File: config.mk
export PLATFORM = sky130hd
export DESIGN_NAME = serial_tx
export DESIGN_NICKNAME = d
export VERILOG_FILES = /design/src/rtl/serial_pkg.sv /design/src/rtl/serial_bit_counter.sv /design/src/rtl/serial_tx.sv
export SDC_FILE = /design/constraint.sdc
export NUM_CORES = 1
export LEC_CHECK = 0
export ABC_AREA = 1
export CAP_MARGIN = 20
export CORE_UTILIZATION = 41
export DETAILED_ROUTE_END_ITERATION = 8
export PLACE_DENSITY = 0.73
export RECOVER_POWER = 100
export SKIP_LAST_GASP = 1
export SLEW_MARGIN = 15
export SYNTH_ARGS = -nofsm -noshare
export SYNTH_HDL_FRONTEND = slang
export SYNTH_HIERARCHICAL = 1
export SYNTH_SLANG_ARGS = --single-unit
File: constraint.sdc
create_clock -name clk -period 2.6 [get_ports clk]
set_input_delay 0.52 -clock clk [delete_from_list [all_inputs] [get_ports clk]]
set_output_delay 0.52 -clock clk [all_outputs]
set_load 0.03 [all_outputs]
File: src/rtl/serial_pkg.sv
// Shared types and sizing helpers for the bit-serial link.
// Used by both the transmitter and the receiver side.
package serial_pkg;

  typedef enum logic {
    IDLE  = 1'b0,
    SHIFT = 1'b1
  } state_t;

  function automatic int cnt_w(input int width);
    return (width > 1) ? $clog2(width) : 1;
  endfunction

endpackage

File: src/rtl/serial_bit_counter.sv
// Modulo-WIDTH bit position counter for serial frames.
// Synchronous clear, asynchronous reset, wraps after WIDTH-1.
module serial_bit_counter
  import serial_pkg::*;
#(
  parameter int WIDTH = 8,
  parameter int CW    = cnt_w(WIDTH)
) (
  input  logic          clk,
  input  logic          rst,
  input  logic          clr,
  input  logic          inc,
  output logic [CW-1:0] count,
  output logic          is_first,
  output logic          is_last
);

  localparam logic [CW-1:0] LAST = CW'(WIDTH - 1);

  always_ff @(posedge clk or posedge rst) begin
    if (rst) begin
      count <= '0;
    end else if (clr) begin
      count <= '0;
    end else if (inc) begin
      count <= is_last ? '0 : count + 1'b1;
    end
  end

  assign is_first = (count == '0);
  assign is_last  = (count == LAST);

endmodule

File: src/rtl/serial_tx.sv
// Parallel-in, serial-out transmitter with valid/ready load.
// Back-to-back words are accepted on the last-bit cycle.
module serial_tx
  import serial_pkg::*;
#(
  parameter int WIDTH     = 8,
  parameter bit LSB_FIRST = 1'b1
) (
  input  logic             clk,
  input  logic             rst,
  input  logic             load_valid,
  input  logic [WIDTH-1:0] load_data,
  output logic             load_ready,
  output logic             sout,
  output logic             sout_valid,
  output logic             sout_first,
  output logic             sout_last
);

  localparam int CW = cnt_w(WIDTH);
  localparam int OB = LSB_FIRST ? 0 : WIDTH - 1;
  localparam logic [CW-1:0] LAST_CNT = CW'(WIDTH - 1);

  state_t           state_q;
  state_t           state_d;
  logic [WIDTH-1:0] sr_q;
  logic [WIDTH-1:0] sr_d;
  logic [CW-1:0]    count;
  logic             is_first;
  logic             is_last;
  logic             frame_end;
  logic             hs;
  logic             shifting;

  assign shifting  = (state_q == SHIFT);
  assign frame_end = shifting && (count == LAST_CNT);
  assign hs        = load_valid && load_ready;

  serial_bit_counter #(
    .WIDTH (WIDTH),
    .CW    (CW)
  ) u_cnt (
    .clk      (clk),
    .rst      (rst),
    .clr      (hs),
    .inc      (shifting),
    .count    (count),
    .is_first (is_first),
    .is_last  (is_last)
  );

  always_ff @(posedge clk or posedge rst) begin
    if (rst) begin
      state_q <= IDLE;
    end else begin
      state_q <= state_d;
    end
  end

  always_comb begin
    state_d    = state_q;
    load_ready = 1'b0;
    unique case (state_q)
      IDLE: begin
        load_ready = 1'b1;
        if (load_valid) state_d = SHIFT;
      end
      SHIFT: begin
        load_ready = frame_end;
        if (frame_end && !load_valid) state_d = IDLE;
      end
      default: begin
        state_d = IDLE;
      end
    endcase
  end

  always_comb begin
    sr_d = sr_q;
    if (hs) begin
      sr_d = load_data;
    end else if (shifting) begin
      sr_d = LSB_FIRST ? (sr_q >> 1) : (sr_q << 1);
    end
  end

  // One flop per bit so each stage clears independently on rst.
  for (genvar i = 0; i < WIDTH; i++) begin : g_bit
    always_ff @(posedge clk or posedge rst) begin
      if (rst) begin
        sr_q[i] <= 1'b0;
      end else begin
        sr_q[i] <= sr_d[i];
      end
    end
  end

  assign sout       = shifting && sr_q[OB];
  assign sout_valid = shifting;
  assign sout_first = shifting && is_first;
  assign sout_last  = shifting && is_last;

endmodule

==> out/results.txt <==
antenna violations before repair = 0
Syn Inst Count = 94
area leader, netlist = dfrtp_1
Post-synth EDFFs = 0
GR Util All Layers = 14.95%
Max Cap Viol = 0
Fillers = 156
Pre-antenna DRT Iters = 4
DRT iter0 DRCs = 7
setup TNS = 0 ns
area share of the largest cell type after synthesis = 42.03%
hold slack final = 0.4837 ns
power per cell area = 1009 mW/mm2
RePlAce Congestion = 0.7830
count of port buffers added during placement = 15
GRT overflow = 0
register area share after synthesis = 42.03%
Register Area = 300.3 um2
Final period util = 92.15%
slew margin rel. = 38.20%
die area = 0.001914 mm2
ys async rst share = 100.0%
Die Wd = 43.75 um
outcome = finished, final reports clean
Post-CTS Setup Inserts = 0
worst clock skew = 0.007053 ns
Main synth FF type = dfrtp_1
Synth Warn # = 6
first-pass GRT wire length = 2104 um
Clock Tree Buf Depth = 2
root buf cell = clkbuf_4
largest net degree at the start of global routing = 16
Num CTS Buffers = 3
top-count cell post-synth = nand2_1
Final ANT Viol Nets = 0
Clock Pin Slew Worst Setup and Hold Paths = 0.07 ns
Yosys reg bits = 12
type of origin of the critical path = flop
Detailed Place HPWL = 900.1 um
final hold vios = 0
H-tree Lvls = 1
Fmax = 417.4 MHz
largest cells by area after synthesis = dfrtp_1, nand2_1, inv_1
io pins = 16
worst-path fanout max = 5
core region area = 0.001559 mm2
Die Y = 43.75 um
HP Class = reg -> reg
Initial Utilization = 45.83%
area occupied by multi-input gates = 296.5 um2
post-synth net total = 108
VDD IR max = 0.4467 mV
n_diodes = 0
CTS tree = yes
vias in the first global route = 489
Synth-to-Final Area Change = 22.94%
clock latency on the worst-skew pair = 0.28 ns
Sink Count = 12
RSZ-0062 raised after global routing = no
final slew viol count = 0
Synth Cell Area = 714.4 um2
Hold Buf Count CTS = 0
number of remaining DRC errors = 0
Setup Crit Path Kind = reg -> out
P_leak = 0.4728 nW
DR WL/cell = 9.425 um
Via-to-Cell Ratio = 4.622
Critical Path RT = 2.08 ns
post-cts resize count = 0
crit end category = output pin
Final nets = 126
FP Rows = 14
Post-synth top cells = nand2_1, inv_1, nand3_1
Avg Inst Size Synth = 7.600 um2
final period demand of the worst path = 2.396 ns
wirelength, routed = 1197 um
via count = 587
Netlist cell types = 13
Data arrival, critical path = 1.88 ns
layout cells sized above 1 = 8.108%
Least-Margin Pin Slew = 0.9236 ns
final-report setup violation count = 0
## routing by layer
metal  track usage, %  wire [um]  up-vias  share of wire [%]
met5                0          0        -                  0
met4            5.625         15        0                1.3
met3            3.750         52        2                4.3
met2            20.00        526       11                 44
met1            22.99        602      257                 50
li1                 -          -      317                  -
## per-stage QoR
stage	std cells	power [mW]	instance area [um2]	utilization, %	setup WS, ns
finish	127	0.8862	878.3	56.34	0.2042
global route	127	0.9664	878.3	56.34	0.1277
CTS	127	0.9228	898.4	57.62	0.2765
detailed placement	123	0.7710	862.1	55.30	0.5798
global placement	123	0.7618	862.1	55.30	0.6015
floorplan	94	0.6445	714.4	-	1.095
## power by group
| part | switching (mW) | internal, mW |
|---|---|---|
| Clock | 0.0644 | 0.0852 |
| Sequential | 0.0562 | 0.260 |
| Combinational | 0.250 | 0.170 |
## flip-flops by register name, indices dropped and copies added (netlist names)
name,count
u_cnt/count,3
sr_q,8
sout_valid,1
## path summary, 6_finish.rpt
kind / end / depth (start not counted) / slack, ns / start
worst max-delay path: sout_last / 5 / 0.20 / u_cnt/count[0]$_DFFE_PP0P_
worst min-delay path: sr_q[7]$_DFFE_PP0P_ / 2 / 0.48 / sr_q[7]$_DFFE_PP0P_
worst max register to register: sr_q[5]$_DFFE_PP0P_ / 4 / 0.97 / sout_valid$_DFF_PP0_
worst min register to register: sr_q[7]$_DFFE_PP0P_ / 2 / 0.48 / sr_q[7]$_DFFE_PP0P_
max in group asynchronous: sr_q[0]$_DFFE_PP0P_ / 2 / 1.68 / rst
min in group asynchronous: u_cnt/count[2]$_DFFE_PP0P_ / 2 / 0.57 / rst
## final cells by class
cell class / count / area share [%]
Sequential cell: 12 / 34.19
Multi-Input combinational cell: 60 / 33.76
Timing Repair Buffer: 15 / 17.09
Inverter: 20 / 8.547
Clock buffer: 4 / 4.131
Tap cell: 16 / 2.279
## layout by cell type, fill, tap and decap left out
cell type	instances
nand3_1	14
o21ai_0	3
nand2_4	1
a21oi_2	1
nor2_1	13
dfrtp_1	12
nand3_2	1
dlygate4sd3_1	7
ha_1	3
inv_1	20
clkbuf_4	3
nor2_2	2
nand2_1	22
clkbuf_8	1
clkdlybuf4s50_1	8
## critical path: stages, from the launching register on
cell	delay, ns
dfrtp_1	0.42
ha_1	0.21
ha_1	0.20
nand2_1	0.07
inv_1	0.03
dlygate4sd3_1	0.67
## cells by family (layout without fill, tap and decap cells)
kind of cell             after synthesis  count (layout)  share of synthesized area [%]
AO/OA/AOI/OAI                          4               4                          3.327
adder cells (fa/ha/maj)                3               3                          5.255
buffers and inverters                 22              39                          13.66
AND/OR/NAND/NOR                       53              53                          35.73
flip-flops                            12              12                          42.03
Note: power is estimated with default switching activity, not from simulation.
